<file path="config.mk">
export PLATFORM = sky130hd
export DESIGN_NAME = rom_dl_arbiter
export DESIGN_NICKNAME = d
export VERILOG_FILES = /design/src/rtl/rom_dl_arbiter.sv
export SDC_FILE = /design/constraint.sdc
export NUM_CORES = 1
export LEC_CHECK = 0
export BUFFER_PORTS_ARGS = -buffer_cell sky130_fd_sc_hd__buf_2
export CAP_MARGIN = 20
export CORE_UTILIZATION = 55
export CTS_CLUSTER_SIZE = 14
export DETAILED_ROUTE_END_ITERATION = 7
export MAX_ROUTING_LAYER = met4
export PLACE_DENSITY = 0.78
export SLEW_MARGIN = 20
export SYNTH_ARGS = -nofsm -noshare
export SYNTH_HDL_FRONTEND = slang
export SYNTH_SLANG_ARGS = --single-unit
</file>
<file path="constraint.sdc">
create_clock -name MCLK -period 3.28 [get_ports MCLK]
set_input_delay 0.164 -clock MCLK [delete_from_list [all_inputs] [get_ports MCLK]]
set_output_delay 0.164 -clock MCLK [all_outputs]
set_load 0.01 [all_outputs]
</file>
<file path="src/rtl/rom_dl_arbiter.sv">
// rtl/rom_dl_arbiter.sv - single-port ROM owner arbitrating HPS download writes against core reads
// Optional download checksum enabled by defining ROM_DL_ARB_CKSUM_EN.
module rom_dl_arbiter #(
    parameter int AW       = 16,
    parameter int FIFO_DEP = 4,
    parameter int HOLD_CYC = 16,
    parameter int MEM_LAT  = 1
) (
    input  logic          MCLK,
    input  logic          RESET_N,
    input  logic          DL_ACT,
    input  logic          DL_WE,
    input  logic [AW-1:0] DL_AD,
    input  logic [7:0]    DL_DT,
    input  logic          RD_REQ,
    input  logic [AW-1:0] RD_AD,
    output logic          RD_ACK,
    output logic [7:0]    RD_DT,
    output logic [AW-1:0] MEM_AD,
    output logic [7:0]    MEM_DO,
    output logic          MEM_WE,
    input  logic [7:0]    MEM_DI,
    output logic          CORE_RST,
    output logic          DL_DONE,
    output logic          FIFO_OVF,
    output logic [7:0]    CKSUM
);

    localparam int PW = $clog2(FIFO_DEP);
    localparam int CW = $clog2(HOLD_CYC + 1);
    localparam int EW = AW + 8;
    localparam logic [PW:0]   FULL_CNT  = (PW+1)'(FIFO_DEP);
    localparam logic [CW-1:0] HOLD_INIT = CW'(HOLD_CYC);
    localparam logic [1:0]    LAT_INIT  = 2'(MEM_LAT - 1);

    typedef enum logic [2:0] {S_IDLE, S_WR, S_DL, S_RD, S_HOLD} state_t;

    state_t        state_q, state_d;
    logic [CW-1:0] hold_cnt_q, hold_cnt_d;
    logic [1:0]    lat_cnt_q, lat_cnt_d;
    logic [PW-1:0] wptr_q, wptr_d, rptr_q, rptr_d;
    logic [PW:0]   count_q, count_d;
    logic          rd_ack_q, rd_ack_d;
    logic [7:0]    rd_dt_q, rd_dt_d;
    logic [AW-1:0] mem_ad_q, mem_ad_d;
    logic [7:0]    mem_do_q, mem_do_d;
    logic          mem_we_q, mem_we_d;
    logic          core_rst_q, core_rst_d;
    logic          dl_done_q, dl_done_d;
    logic          ovf_q, ovf_d;

    logic [EW-1:0] fifo_mem [FIFO_DEP];
    logic [EW-1:0] head;
    logic          fifo_empty, fifo_full, avail;
    logic          pop, pop_mem, bypass, push;

    always_comb begin
        fifo_empty = (count_q == '0);
        fifo_full  = (count_q == FULL_CNT);
        // An empty FIFO forwards the incoming byte so a lone write costs no extra cycle.
        avail      = !fifo_empty || DL_WE;
        head       = fifo_empty ? {DL_AD, DL_DT} : fifo_mem[rptr_q];

        state_d    = state_q;
        hold_cnt_d = hold_cnt_q;
        lat_cnt_d  = lat_cnt_q;
        rd_ack_d   = 1'b0;
        rd_dt_d    = rd_dt_q;
        mem_ad_d   = mem_ad_q;
        mem_do_d   = mem_do_q;
        mem_we_d   = 1'b0;
        dl_done_d  = 1'b0;
        pop        = 1'b0;

        case (state_q)
            S_IDLE: begin
                if (avail) begin
                    pop = 1'b1;
                end else if (RD_REQ && !DL_ACT && !rd_ack_q) begin
                    state_d   = S_RD;
                    mem_ad_d  = RD_AD;
                    lat_cnt_d = LAT_INIT;
                end else if (DL_ACT) begin
                    state_d = S_DL;
                end
            end
            S_WR, S_DL: begin
                if (avail) begin
                    pop = 1'b1;
                end else if (DL_ACT) begin
                    state_d = S_DL;
                end else begin
                    state_d    = S_HOLD;
                    hold_cnt_d = HOLD_INIT;
                end
            end
            S_RD: begin
                if (lat_cnt_q == 2'd0) begin
                    rd_ack_d = 1'b1;
                    rd_dt_d  = MEM_DI;
                    state_d  = S_IDLE;
                end else begin
                    lat_cnt_d = lat_cnt_q - 2'd1;
                end
            end
            S_HOLD: begin
                if (avail) begin
                    pop = 1'b1;
                end else if (DL_ACT) begin
                    state_d = S_DL;
                end else if (hold_cnt_q <= CW'(1)) begin
                    dl_done_d = 1'b1;
                    state_d   = S_IDLE;
                end else begin
                    hold_cnt_d = hold_cnt_q - CW'(1);
                end
            end
            default: state_d = S_HOLD;
        endcase

        if (pop) begin
            state_d              = S_WR;
            mem_we_d             = 1'b1;
            {mem_ad_d, mem_do_d} = head;
        end

        core_rst_d = (state_d == S_WR) || (state_d == S_DL) || (state_d == S_HOLD);

        pop_mem = pop && !fifo_empty;
        bypass  = pop && fifo_empty;
        push    = DL_WE && !bypass && (!fifo_full || pop_mem);
        ovf_d   = ovf_q || (DL_WE && !bypass && !push);
        wptr_d  = push ? wptr_q + PW'(1) : wptr_q;
        rptr_d  = pop_mem ? rptr_q + PW'(1) : rptr_q;
        count_d = count_q + (PW+1)'(push) - (PW+1)'(pop_mem);
    end

    always_ff @(posedge MCLK) begin
        if (push) fifo_mem[wptr_q] <= {DL_AD, DL_DT};
    end

    always_ff @(posedge MCLK or negedge RESET_N) begin
        if (!RESET_N) begin
            state_q    <= S_HOLD;
            hold_cnt_q <= HOLD_INIT;
            lat_cnt_q  <= 2'd0;
            wptr_q     <= '0;
            rptr_q     <= '0;
            count_q    <= '0;
            rd_ack_q   <= 1'b0;
            rd_dt_q    <= 8'h00;
            mem_ad_q   <= '0;
            mem_do_q   <= 8'h00;
            mem_we_q   <= 1'b0;
            core_rst_q <= 1'b1;
            dl_done_q  <= 1'b0;
            ovf_q      <= 1'b0;
        end else begin
            state_q    <= state_d;
            hold_cnt_q <= hold_cnt_d;
            lat_cnt_q  <= lat_cnt_d;
            wptr_q     <= wptr_d;
            rptr_q     <= rptr_d;
            count_q    <= count_d;
            rd_ack_q   <= rd_ack_d;
            rd_dt_q    <= rd_dt_d;
            mem_ad_q   <= mem_ad_d;
            mem_do_q   <= mem_do_d;
            mem_we_q   <= mem_we_d;
            core_rst_q <= core_rst_d;
            dl_done_q  <= dl_done_d;
            ovf_q      <= ovf_d;
        end
    end

`ifdef ROM_DL_ARB_CKSUM_EN
    logic       dl_act_q;
    logic [7:0] cksum_q, cksum_d;

    always_comb begin
        cksum_d = cksum_q;
        if (DL_ACT && !dl_act_q) cksum_d = 8'h00;
        if (pop) cksum_d = cksum_d + head[7:0];
    end

    always_ff @(posedge MCLK or negedge RESET_N) begin
        if (!RESET_N) begin
            dl_act_q <= 1'b0;
            cksum_q  <= 8'h00;
        end else begin
            dl_act_q <= DL_ACT;
            cksum_q  <= cksum_d;
        end
    end

    assign CKSUM = cksum_q;
`else
    assign CKSUM = 8'h00;
`endif

    assign RD_ACK   = rd_ack_q;
    assign RD_DT    = rd_dt_q;
    assign MEM_AD   = mem_ad_q;
    assign MEM_DO   = mem_do_q;
    assign MEM_WE   = mem_we_q;
    assign CORE_RST = core_rst_q;
    assign DL_DONE  = dl_done_q;
    assign FIFO_OVF = ovf_q;

endmodule
</file>
Word-level counts from Yosys, hierarchy flattened
Memory sizes are Yosys's and may differ from the RTL's.
Index checks and enable logic that the tools add are counted.
- register bits after elaboration: 54
- bits in latches: 0
- RAM bits: 96
- memory bits (read-only): 0
- input bits: 53
- output and inout port bits: 45
- logic and storage cells: 107
- memories: 1
- memory list (memory ; words ; width ; rd ports ; clocked after memory_dff ; write ports ; RTL line ; RTL):
    fifo_mem ; 4 ; 24 ; 1 ; 0 ; 1 ; 52 ; logic [EW-1:0] fifo_mem [FIFO_DEP];
- add/subtract/negate cells: 6
- multiply operators: 0
- divide/modulo/power cells: 0
- $lt $le $gt $ge: 1
- eq/ne operators: 17
- shifts and indexed selects: 0
- multiplexer cells: 37
- bitwise gates (word level): 0
- reduce and logical (&&, ||, !) cells: 31
- operators by type and width (kind ; number):
    16-bit two-way mux ; 4
    3-bit two-way mux ; 10
    5-bit two-way mux ; 5
    24-bit two-way mux ; 1
    2-bit != test (second input constant) ; 8
    3-bit case mux with 4 select lines ; 1
    1-bit two-way mux ; 11
    5-bit case mux with 2 select lines ; 1
    3-bit by 2-bit == test with 1-bit output (second input constant) ; 3
    3-bit == test (second input constant) ; 3
    2-bit nonzero test ; 4
    1-bit logical AND ; 7
    3-bit by 1-bit == test with 1-bit output (second input constant) ; 2
    1-bit logical NOT ; 6
    3-bit logical NOT ; 2
    2-bit two-way mux ; 3
    6-bit AND reduction ; 1
    5-bit by 1-bit less-or-equal comparator with 1-bit output (second input constant) ; 1
    1-bit logical OR ; 5
    5-bit by 1-bit subtractor with 5-bit output (second input constant) ; 1
    2-bit by 1-bit adder with 2-bit output (second input constant) ; 2
    2-bit case mux with 2 select lines ; 1
    4-bit AND reduction ; 1
    4-bit OR reduction ; 1
    other kinds (8) ; 8

Logic depth before layout (Yosys ltp)
Gate-level depths: netlist (run 1).
- depth after elaboration: 12
- gate-level depth with buffers: 11
- depth with buffers taken out: 10

Least setup slack after synthesis (run 1)
No wires, ideal clock.
- kind: flip-flop to flip-flop
- from: register count_q[1]
- to: register count_q[2]
- setup time: 0.124 ns
- arrival time: 2.615 ns
- data required time: 3.156 ns
- slack: 0.541 ns
- stages on the path, launching flop included: 11
- buffers on the path: 2
- clock period less this slack: 2.739 ns
- path through: dfrtp_1 -> clkbuf_1 -> nor3_1 -> clkbuf_1 -> nor2_1 -> ha_1 -> inv_1 -> ha_1 -> fa_1 -> xor2_1 -> xnor2_1
- elaborated cells between the ends (all ways): 15
- classes of those cells: add/sub: 2; eq/ne: 1; mux: 2; reduce/logical: 10
- RTL lines (element ; RTL line ; RTL):
    from (decl) ; 42 ; logic [PW:0] count_q, count_d;
    from (signal assigned) ; 164 ; count_q <= count_d;
    3-bit logical NOT * ; 58 ; fifo_empty = (count_q == '0);
    1-bit logical NOT * ; 61, 129 ;
    1-bit logical OR ; 61 ; avail = !fifo_empty || DL_WE;
    1-bit two-way mux ; 77, 88, 107 ;
    1-bit two-way mux ; n/a ;
    1-bit logical AND * ; 129 ; pop_mem = pop && !fifo_empty;
    named net pop_mem ; 55 ; logic pop, pop_mem, bypass, push;
    1-bit logical OR ; 131 ; push = DL_WE && !bypass && (!fifo_full || pop_mem);
    1-bit logical AND ; 131 ;
    3-bit by 1-bit adder with 3-bit output ; 135 ; count_d = count_q + (PW+1)'(push) - (PW+1)'(pop_mem);
    3-bit by 1-bit subtractor with 3-bit output * ; 135 ;
    named net count_d[2] ; 42 ;
Mark *: on every way through the listed nets, which the timed path passes. The rest lies on a longest branch.
A chain may end at the register's enable or synchronous reset.

Worst setup path after layout (run 1)
- from: register state_q[0]
- to: register count_q[2]
- longest elaborated chain between the ends: 9
- elaborated cells between the ends (all ways): 14
- classes of those cells: add/sub: 2; eq/ne: 3; mux: 1; reduce/logical: 8
- ends and longest elaborated chain (element ; RTL line ; RTL):
    from (decl) ; 38 ; state_t state_q, state_d;
    from (signal assigned) ; 159 ; state_q <= state_d;
    3-bit == test, or another cell as far along ; 75 ; case (state_q)
    4-bit OR reduction (no line) * ; n/a ;
    1-bit two-way mux * ; n/a ;
    1-bit logical AND ; 130 ; bypass = pop && fifo_empty;
    1-bit logical NOT ; 131 ;
    1-bit logical AND (2 in series) ; 131 ;
    3-bit by 1-bit adder with 3-bit output ; 135 ;
    3-bit by 1-bit subtractor with 3-bit output * ; 135 ;
    named net count_d[2] ; 42 ;
Marked as above.

==> results of run 1 <==
[registers in the layout, indices dropped and copies added, names as in the netlist]
name,count
RD_DT,8
MEM_DO,8
CORE_RST,1
MEM_AD,16
fifo_mem,96
state_q,3
hold_cnt_q,5
RD_ACK,1
DL_DONE,1
MEM_WE,1
rptr_q,2
count_q,3
FIFO_OVF,1
wptr_q,2
lat_cnt_q,2
[logic make-up (layout without fill, tap and decap cells)]
family	Yosys count	in the layout	share of synthesized area
other	1	8	0.000591
AO/OA/AOI/OAI	79	79	0.0905
flip-flops	150	150	0.668
XOR/XNOR	7	7	0.00966
buffers and inverters	46	181	0.0343
multiplexers	51	51	0.133
AND/OR/NAND/NOR	48	48	0.0422
adder cells (fa/ha/maj)	11	11	0.0225
[cells in the mapped netlist (2+ instances only)]
library cell / instances / area (µm²)
sky130_fd_sc_hd__edfxtp_1: 96 / 2880
sky130_fd_sc_hd__dfrtp_1: 51 / 1280
sky130_fd_sc_hd__mux4_2: 24 / 541
sky130_fd_sc_hd__o22ai_1: 24 / 150
sky130_fd_sc_hd__mux2_2: 22 / 248
sky130_fd_sc_hd__clkbuf_1: 17 / 63.8
sky130_fd_sc_hd__nor2_1: 17 / 63.8
sky130_fd_sc_hd__a2bb2oi_1: 16 / 140
sky130_fd_sc_hd__inv_1: 16 / 60.1
sky130_fd_sc_hd__a21oi_1: 13 / 65.1
sky130_fd_sc_hd__buf_4: 9 / 67.6
sky130_fd_sc_hd__ha_1: 9 / 113
sky130_fd_sc_hd__nand2_1: 7 / 26.3
sky130_fd_sc_hd__and2_1: 5 / 31.3
sky130_fd_sc_hd__nand2b_1: 4 / 25.0
sky130_fd_sc_hd__xnor2_1: 4 / 35.0
sky130_fd_sc_hd__a211oi_1: 3 / 22.5
sky130_fd_sc_hd__buf_2: 3 / 15.0
sky130_fd_sc_hd__dfstp_2: 3 / 78.8
sky130_fd_sc_hd__mux2_1: 3 / 33.8
sky130_fd_sc_hd__nor3_1: 3 / 15.0
sky130_fd_sc_hd__o2111ai_1: 3 / 26.3
sky130_fd_sc_hd__o21ai_1: 3 / 15.0
sky130_fd_sc_hd__xor2_1: 3 / 26.3
sky130_fd_sc_hd__a311o_1: 2 / 20.0
sky130_fd_sc_hd__a41oi_1: 2 / 17.5
sky130_fd_sc_hd__and4_1: 2 / 17.5
sky130_fd_sc_hd__mux2i_1: 2 / 20.0
sky130_fd_sc_hd__o41ai_1: 2 / 17.5
sky130_fd_sc_hd__or4_1: 2 / 15.0
sky130_fd_sc_hd__or4b_1: 2 / 20.0
[worst min-delay path by stage]
stage / end / slack (ns) / from / cells past startpoint
finish: fifo_mem[0][14]$_DFFE_PP_ / 0.009 / DL_AD[6] / 1
global route: fifo_mem[2][14]$_DFFE_PP_ / 0.009 / DL_AD[6] / 1
CTS: fifo_mem[0][14]$_DFFE_PP_ / 0.0008 / DL_AD[6] / 1
detailed placement: hold_cnt_q[0]$_DFFE_PN0P_ / 0.38 / RESET_N / 1
global placement: hold_cnt_q[0]$_DFFE_PN0P_ / 0.36 / RESET_N / 1
floorplan: DL_DONE$_DFF_PN0_ / -0.13 / RESET_N / 0
[worst max-delay path, cell delays in order, from the launching register on]
cell and delay (ns):
sky130_fd_sc_hd__dfrtp_1 0.49, sky130_fd_sc_hd__maj3_1 0.49, sky130_fd_sc_hd__xnor2_1 0.16, sky130_fd_sc_hd__a21boi_1 0.15, sky130_fd_sc_hd__buf_4 0.16, sky130_fd_sc_hd__inv_1 0.04, sky130_fd_sc_hd__ha_1 0.26, sky130_fd_sc_hd__inv_1 0.04
sky130_fd_sc_hd__ha_1 0.19, sky130_fd_sc_hd__fa_1 0.39, sky130_fd_sc_hd__xor2_1 0.16, sky130_fd_sc_hd__xnor2_1 0.13
[layer usage]
metal,track usage,routed length (µm),share of wire,vias up
met3,0.0510,606,0.045,32
met2,0.422,7110,0.52,138
li1,-,-,-,1789
met1,0.297,5480,0.40,2011
met5,-,0,0,-
met4,0.123,356,0.026,0
[power breakdown]
part / switching, mW / leakage, nW / total (mW) / internal, mW
sequential: 0.424 / 1.51 / 3.07 / 2.65
combinational: 1.34 / 1.27 / 2.67 / 1.33
clock: 0.769 / 0.279 / 1.89 / 1.13
[layout make-up]
| type | instances | area (µm²) |
|---|---|---|
| clock buffer | 18 | 429 |
| multi-input combinational | 204 | 1930 |
| timing repair buffer | 133 | 856 |
| inverter | 16 | 60.1 |
| sequential | 150 | 4240 |
| fill | 703 | 3190 |
| tap | 140 | 175 |
| clock inverter | 14 | 150 |
[what timing repair did]
action	4_1_cts	5_1_grt
gates resized for setup	0	0
hold buffers	32	0
endpoints found under the hold margin	138	0
endpoints found under the setup margin	0	0
[through the flow]
step	util	hold WS [ns]	instance area [µm²]	total power, mW	setup slack (ns)
6_report	0.710	0.00943	7840	7.64	0.495
5_1_grt	0.710	0.00918	7840	8.04	0.335
3_5_place_dp	0.629	0.378	6940	5.73	0.503
3_3_place_gp	0.629	0.361	6940	5.57	0.592
2_1_floorplan	-	-0.132	6370	4.88	0.541
4_1_cts	0.710	0.000802	7840	7.69	0.485
==> metrics.txt, run 1 <==
run status=completed; number of buffers between clock root and the deepest sink=2; number of remaining DRC errors=0; setup TNS=0 ns; clock slew at reported path FFs=0.06 ns; highest-count cells in the layout ignoring fill and taps=sky130_fd_sc_hd__edfxtp_1 (96), sky130_fd_sc_hd__buf_2 (89), sky130_fd_sc_hd__dfrtp_1 (50); area enclosed by the die boundary=0.0120 mm²; dominant register cell in the synthesized netlist=sky130_fd_sc_hd__edfxtp_1; number of failing setup endpoints in the final timing report=0; root cell of the clock tree=sky130_fd_sc_hd__clkbuf_16; Initial Utilization=0.575; mapped cell area=between 0.006 and 0.007 mm²; Final period util=0.849; Final min period=2.79 ns; fmax=359 MHz; global-route congestion overflow total=0; sink count of the clock tree=150; routability-driven placement congestion ratio=0.849; cells on worst reg2reg path=11; share of cells above drive strength 1=0.350; pin slew with the least headroom to its limit=1.06 ns; final number of hold-violating endpoints=0; TritonCTS Buffers=17; share of flip-flops with an asynchronous set or reset after synthesis=0.360; vias in the first global route=4171; Die Span Y=between 100 and 150 µm; maximum clock skew at final layout=0.0114 ns; class of the tightest hold or removal check=primary input to register; type of element launching the critical path=register; 1st-pass router iterations=6; Initial DRC Count=265; VDD IR-drop max=approximately 0.6 mV; maximum number of pins on one net before global-route repair=43; via count of the routed design=3970; count of port buffers added during placement=89; type of the worst setup path=register to register; CTS tree=yes; Reg-to-Reg End=count_q[2]$_DFF_PN0_; number of maximum-capacitance violations=0; critical path startpoint=state_q[0]$_DFF_PN0_; depth of the CTS H-tree=4; RSZ-0062 raised after global routing=no; Relative slew margins=0.292; library cells used by synthesis=52; cell area power density=975 mW/mm²; most common cell after layout, fill and taps aside=sky130_fd_sc_hd__edfxtp_1; row count=38; Detailed Place HPWL=8260 µm; number of max-slew violations in the final report=0; routed vias/inst=between 5 and 6; Finished Layout Cells=675; post-CTS setup-driven buffer insertion count=0; post-detailed-routing wire length=13600 µm; die width=109 µm; Static Leak=3.06 nW; yosys warns=0; worst reg2reg path startpoint=state_q[0]$_DFF_PN0_; Crit. End Element=register; worst path required time=about 3.6 ns; cell count after placement=about 600; wire length of the first global-routing pass=between 20000 and 25000 µm; count of antenna-violating nets left after detailed routing=0; fraction of the yosys area taken by sequential cells=0.668; count of flip-flops with a built-in enable after synthesis=96; capturing instance or port of the critical path=count_q[2]$_DFF_PN0_; post-synthesis to final-layout area growth=23.5%; flip-flop and latch count after synthesis=150; gate count after technology mapping=393; critical path fanouts, max=12; mean instance size in the synthesized netlist=~16 µm²; number of antenna violations at the first check in global routing=0; total I/O pin count=98; clock latency on the worst-skew pair=0.43 ns; Antenna Diode Count=0; floorplan core area=0.0110 mm²; net count reported at finish=585; setup slack of the most critical reg-to-reg path=roughly 0.49 ns; average wire per standard cell=20.1 µm; total routing resource utilization after global routing=0.254; WP data arrival=between 3 and 4 ns
Note: power is estimated with default switching activity, not from simulation.
==> run 2, diff against run 1 <==
Settings changed: CORE_UTILIZATION 55 to 51, PLACE_DENSITY 0.78 to 0.76.
Clock period 3.28 ns to 2.38 ns, I/O delays scaled along.
==> metrics.txt, run 2 (synthesis gave the netlist of run 1 again) <==
wire length of the first global-routing pass=22300 µm; number of remaining DRC errors=0; routed vias/inst=5.57; clock slew at reported path FFs=0.06 ns; pin slew with the least headroom to its limit=0.900 ns; Final period util=0.997; total routing resource utilization after global routing=0.244; VDD IR-drop max=around 0.62 mV; number of max-slew violations in the final report=0; total I/O pin count=98; area enclosed by the die boundary=0.0129 mm²; Detailed Place HPWL=8950 µm; Final min period=2.37 ns; Static Leak=3.18 nW; type of element launching the critical path=register; maximum clock skew at final layout=0.0172 ns; sink count of the clock tree=150; average wire per standard cell=19.3 µm; CTS tree=yes; row count=40; die width=about 110 µm; number of fill cells in the layout=827; routed length on met1=5600 µm; WP data arrival=2.67 ns; floorplan core area=0.0121 mm²; cell area power density=1340 mW/mm²; overall power of the completed layout=10.8 mW; number of failing setup endpoints in the final timing report=0; global-route congestion overflow total=0; net count reported at finish=607; post-detailed-routing wire length=14000 µm; cell area reported after detailed placement=0.00713 mm²; run status=completed; Relative slew margins=0.400; Finished Layout Cells=between 700 and 800; clock share of power=0.245; count of port buffers added during placement=89; Initial Utilization=0.526; P_sw=3.56 mW; fmax=around 420 MHz; Initial DRC Count=306; number of buffers between clock root and the deepest sink=2; part of the total power dissipated in combinational logic=0.379; TritonCTS Buffers=17; sequential share of power=0.376; final number of hold-violating endpoints=0; via count of the routed design=4038; worst path required time=between 2 and 3 ns; top layer used by detailed routing=met4; root cell of the clock tree=sky130_fd_sc_hd__clkbuf_16; Antenna Diode Count=0; vias in the first global route=~4300; class of the tightest hold or removal check=primary input to register; register bank with the most flops=fifo_mem; Largest register FFs=96; 1st-pass router iterations=4; maximum number of pins on one net before global-route repair=37; cell count after placement=657; clock latency on the worst-skew pair=between 0.4 and 0.5 ns; finished layout cell area=0.00809 mm²; net switching share of the total power=0.329; highest-count cells in the layout ignoring fill and taps=sky130_fd_sc_hd__edfxtp_1 (96), sky130_fd_sc_hd__buf_2 (89), sky130_fd_sc_hd__dfrtp_1 (50); count of antenna-violating nets left after detailed routing=0; number of antenna violations at the first check in global routing=0; Core Util, Final=0.670; RSZ-0062 raised after global routing=yes; met3 routed wirelength=679 µm; share of cells above drive strength 1=0.382; number of maximum-capacitance violations=0; setup TNS=0 ns; depth of the CTS H-tree=4; Die Span Y=114 µm; post-synthesis to final-layout area growth=27.4%; amount of wire on met2 after detailed routing=about 7500 µm; type of the worst setup path=register to register; routability-driven placement congestion ratio=0.823; design internal power=7.26 mW; Crit. End Element=register; setup slack of the most critical reg-to-reg path=between 0.007 and 0.008 ns; most common cell after layout, fill and taps aside=sky130_fd_sc_hd__edfxtp_1; critical path fanouts, max=2
==> run 2: cell count changes in the layout (fill, tap and decap cells not counted), sizes merged <==
cell,change
buf,+21
clkinv,-3
clkbuf,+2
inv,+2
clkinvlp,-1
dlygate4sd3,+1
==> run 2: per-layer routing <==
layer	vias to the layer above	global-route usage
met3	18	0.0446
met4	0	0.0798
met1	2055	0.297
met5	-	-
met2	137	0.415
li1	1828	-
==> run 2: critical path, cell delays in order, from the launching register on <==
cell and delay (ns):
sky130_fd_sc_hd__dfrtp_1 0.39, sky130_fd_sc_hd__maj3_2 0.34, sky130_fd_sc_hd__xnor2_2 0.15, sky130_fd_sc_hd__a21boi_2 0.18
sky130_fd_sc_hd__inv_1 0.07, sky130_fd_sc_hd__ha_1 0.27, sky130_fd_sc_hd__inv_1 0.04, sky130_fd_sc_hd__ha_2 0.17
sky130_fd_sc_hd__fa_2 0.35, sky130_fd_sc_hd__xor2_1 0.15, sky130_fd_sc_hd__xnor2_1 0.14
==> run 2: layout make-up <==
| type | count | area, µm² | share of cell area |
|---|---|---|---|
| Sequential cell | 150 | 4240 | 0.524 |
| Multi-Input combinational cell | 204 | 1950 | 0.241 |
| Timing Repair Buffer | 155 | 1040 | 0.128 |
| Clock buffer | 20 | 447 | 0.0552 |
| Tap cell | 168 | 210 | 0.0260 |
| Clock inverter | 12 | 143 | 0.0176 |
| Inverter | 16 | 60.1 | 0.00743 |
==> run 2: worst paths after layout <==
path | to | depth (start not counted) | startpoint
max | count_q[2]$_DFF_PN0_ | 10 | state_q[1]$_DFF_PN0_
min | MEM_AD[7]$_DFFE_PN0P_ | 3 | RD_AD[7]
max reg2reg | count_q[2]$_DFF_PN0_ | 10 | state_q[1]$_DFF_PN0_
min reg2reg | MEM_AD[7]$_DFFE_PN0P_ | 1 | MEM_AD[7]$_DFFE_PN0P_
max in group asynchronous | MEM_AD[15]$_DFFE_PN0P_ | 3 | RESET_N
min in group asynchronous | DL_DONE$_DFF_PN0_ | 2 | RESET_N
==> run 2: repair_timing <==
item,4_1_cts,5_1_grt
buffers inserted,0,3
setup endpoints to repair,0,1
hold buffers,33,0
endpoints found under the hold margin,135,0
gates resized for setup,0,2
==> run 2: power by group through the flow <==
stage,Sequential (mW),Clock (mW),Combinational [mW]
after detailed placement,4.10,0,4.02
after floorplan,4.09,0,2.66
after CTS,4.06,2.68,4.08
after global routing,4.15,2.79,4.48
final,4.07,2.65,4.10
after global placement,4.04,0,3.85
==> run 2: stage by stage <==
stage                     setup slack [ns]  hold WS (ns)
after global placement               0.133         0.272
after global routing               -0.0728         0.109
after floorplan                    -0.0806        -0.177
final                              0.00708        0.0966
after CTS                           0.0323        0.0888
after detailed placement            0.0336         0.290
==> run 3, diff against run 2 <==
Settings changed: ABC_AREA from default to 1, PLACE_DENSITY 0.76 to 0.75, SKIP_CTS_REPAIR_TIMING from default to 1.
==> metrics.txt, run 3 <==
via count of the routed design=5009; root cell of the clock tree=sky130_fd_sc_hd__clkbuf_16; TritonCTS Buffers=17; count of port buffers added during placement=89; worst hold start=RD_AD[1]; dominant register cell in the synthesized netlist=sky130_fd_sc_hd__edfxtp_1; row count=41; Post-synth top cells=sky130_fd_sc_hd__nand2_1 (175), sky130_fd_sc_hd__edfxtp_1 (96), sky130_fd_sc_hd__nor2_1 (65), sky130_fd_sc_hd__dfrtp_1 (51), sky130_fd_sc_hd__nand3_1 (50); critical path fanouts, max=4; die width=around 120 µm; top post-synthesis cells by area=sky130_fd_sc_hd__edfxtp_1 (44%), sky130_fd_sc_hd__dfrtp_1 (19%), sky130_fd_sc_hd__nand2_1 (10%); register bank with the most flops=fifo_mem; sink count of the clock tree=150; yosys warns=0; final number of hold-violating endpoints=0; Initial Utilization=0.522; WP data arrival=2.64 ns; setup TNS=0 ns; mean instance size in the synthesized netlist=10.4 µm²; global-route congestion overflow total=0; most common cell after layout, fill and taps aside=sky130_fd_sc_hd__nand2_1; net count reported at finish=around 840; depth of the CTS H-tree=4; total I/O pin count=98; Final min period=2.33 ns; share of flip-flops with an asynchronous set or reset after synthesis=0.360; critical path startpoint=state_q[0]$_DFF_PN0_; gate count after technology mapping=approximately 630; number of failing setup endpoints in the final timing report=0; 1st-pass router iterations=5; cell with the most instances after synthesis=sky130_fd_sc_hd__nand2_1; number of fill cells in the layout=926; Finished Layout Cells=964; run status=completed; fmax=428 MHz; area enclosed by the die boundary=0.0133 mm²; routability-driven placement congestion ratio=between 0.8 and 0.9; maximum clock skew at final layout=approximately 0.0078 ns; Initial DRC Count=about 300; Static Leak=3.65 nW; vias in the first global route=4652; maximum number of pins on one net before global-route repair=35; post-synthesis to final-layout area growth=27.4%; number of antenna violations at the first check in global routing=0; flip-flop and latch count after synthesis=150; worst hold slack across all endpoints=0.0151 ns; CTS tree=yes; routed vias/inst=~5.2; count of antenna-violating nets left after detailed routing=0; type of element launching the critical path=register; Final period util=0.981; Detailed Place HPWL=slightly below 9000 µm; pin slew with the least headroom to its limit=0.735 ns; Die Span Y=about 120 µm; clock latency on the worst-skew pair=0.42 ns; Crit. End Element=register; type of the worst setup path=register to register; number of max-slew violations in the final report=0; fraction of the yosys area taken by sequential cells=0.646; worst path required time=between 2 and 3 ns; Largest register FFs=96; highest-count cells in the layout ignoring fill and taps=sky130_fd_sc_hd__nand2_1 (171), sky130_fd_sc_hd__edfxtp_1 (96), sky130_fd_sc_hd__buf_2 (89); Synth area leader=sky130_fd_sc_hd__edfxtp_1; number of remaining DRC errors=0; cell count after placement=885; VDD IR-drop max=approximately 0.76 mV; post-detailed-routing wire length=15300 µm; average wire per standard cell=15.8 µm; class of the tightest hold or removal check=primary input to register; library cells used by synthesis=37; area share of the largest cell type after synthesis=0.439; overall power of the completed layout=10.6 mW; cell area power density=1270 mW/mm²; share of cells above drive strength 1=0.244; wire length of the first global-routing pass=22800 µm; floorplan core area=around 0.013 mm²; Relative slew margins=0.509; clock slew at reported path FFs=0.06 ns; Antenna Diode Count=0; count of flip-flops with a built-in enable after synthesis=96; total routing resource utilization after global routing=0.239; number of maximum-capacitance violations=0; mapped cell area=roughly 0.0066 mm²; number of buffers between clock root and the deepest sink=2; worst reg2reg path startpoint=state_q[0]$_DFF_PN0_
[run 3: final cells by class]
type                    count  area, µm²  share of cell area
flip-flops and latches    150       4240               0.507
multi-input cells         411       2030               0.243
repair buffers            154       1040               0.124
clock buffers              18        429              0.0513
clock inverters            14        231              0.0277
well taps                 172        215              0.0257
inverters                  45        174              0.0208
[run 3: kinds of logic after synthesis]
family,Yosys count,share of synthesized area
and+or+nand+nor,308,0.199
DFF,150,0.646
AOI/OAI and AO/OA,79,0.0680
buffers and inverters,78,0.0587
adders and majority gates,10,0.0202
xor gates and xnor gates,6,0.00800
other,1,0.000571
[run 3: worst max-delay path: stages (launching register included)]
cell,delay (ns)
sky130_fd_sc_hd__dfrtp_2,0.44
sky130_fd_sc_hd__nor2_4,0.13
sky130_fd_sc_hd__inv_1,0.07
sky130_fd_sc_hd__nand2_2,0.10
sky130_fd_sc_hd__nand2_2,0.09
sky130_fd_sc_hd__nand3_2,0.10
sky130_fd_sc_hd__nand3_4,0.10
sky130_fd_sc_hd__ha_4,0.27
sky130_fd_sc_hd__inv_2,0.03
sky130_fd_sc_hd__ha_2,0.17
sky130_fd_sc_hd__fa_2,0.39
sky130_fd_sc_hd__xnor2_2,0.16
sky130_fd_sc_hd__xor2_1,0.16
[run 3: worst paths after layout]
path                       cells after the start  slack [ns]                        end
min reg2reg                                    2        0.48      MEM_AD[5]$_DFFE_PN0P_
max reg2reg                                   12        0.05       count_q[2]$_DFF_PN0_
max in group asynchronous                      3        1.44  hold_cnt_q[4]$_DFFE_PN1P_
min                                            5        0.02      MEM_AD[1]$_DFFE_PN0P_
min in group asynchronous                      2        0.27      MEM_DO[0]$_DFFE_PN0N_
max                                           12        0.05       count_q[2]$_DFF_PN0_
[run 3: metal layers]
metal  routed length [µm]  track usage
met5                    0            -
met3                  835       0.0539
met4                  309        0.106
met1                 6110        0.275
met2                 8000        0.400
[run 3: metrics by stage]
step | area [µm²] | worst slack (ns) | utilization
floorplan | 6590 | -0.178 | -
global placement | 7210 | 0.0954 | 0.574
detailed placement | 7210 | -0.0608 | 0.574
CTS | 7870 | -0.0833 | 0.626
global route | 8370 | -0.0802 | 0.666
finish | 8370 | 0.0456 | 0.666
[run 3: power breakdown]
group / leakage, nW / switching (mW) / total (mW) / internal [mW]
clock network: 0.316 / 1.04 / 3.00 / 1.96
logic: 1.81 / 2.34 / 3.77 / 1.42
registers: 1.52 / 0.290 / 3.86 / 3.57
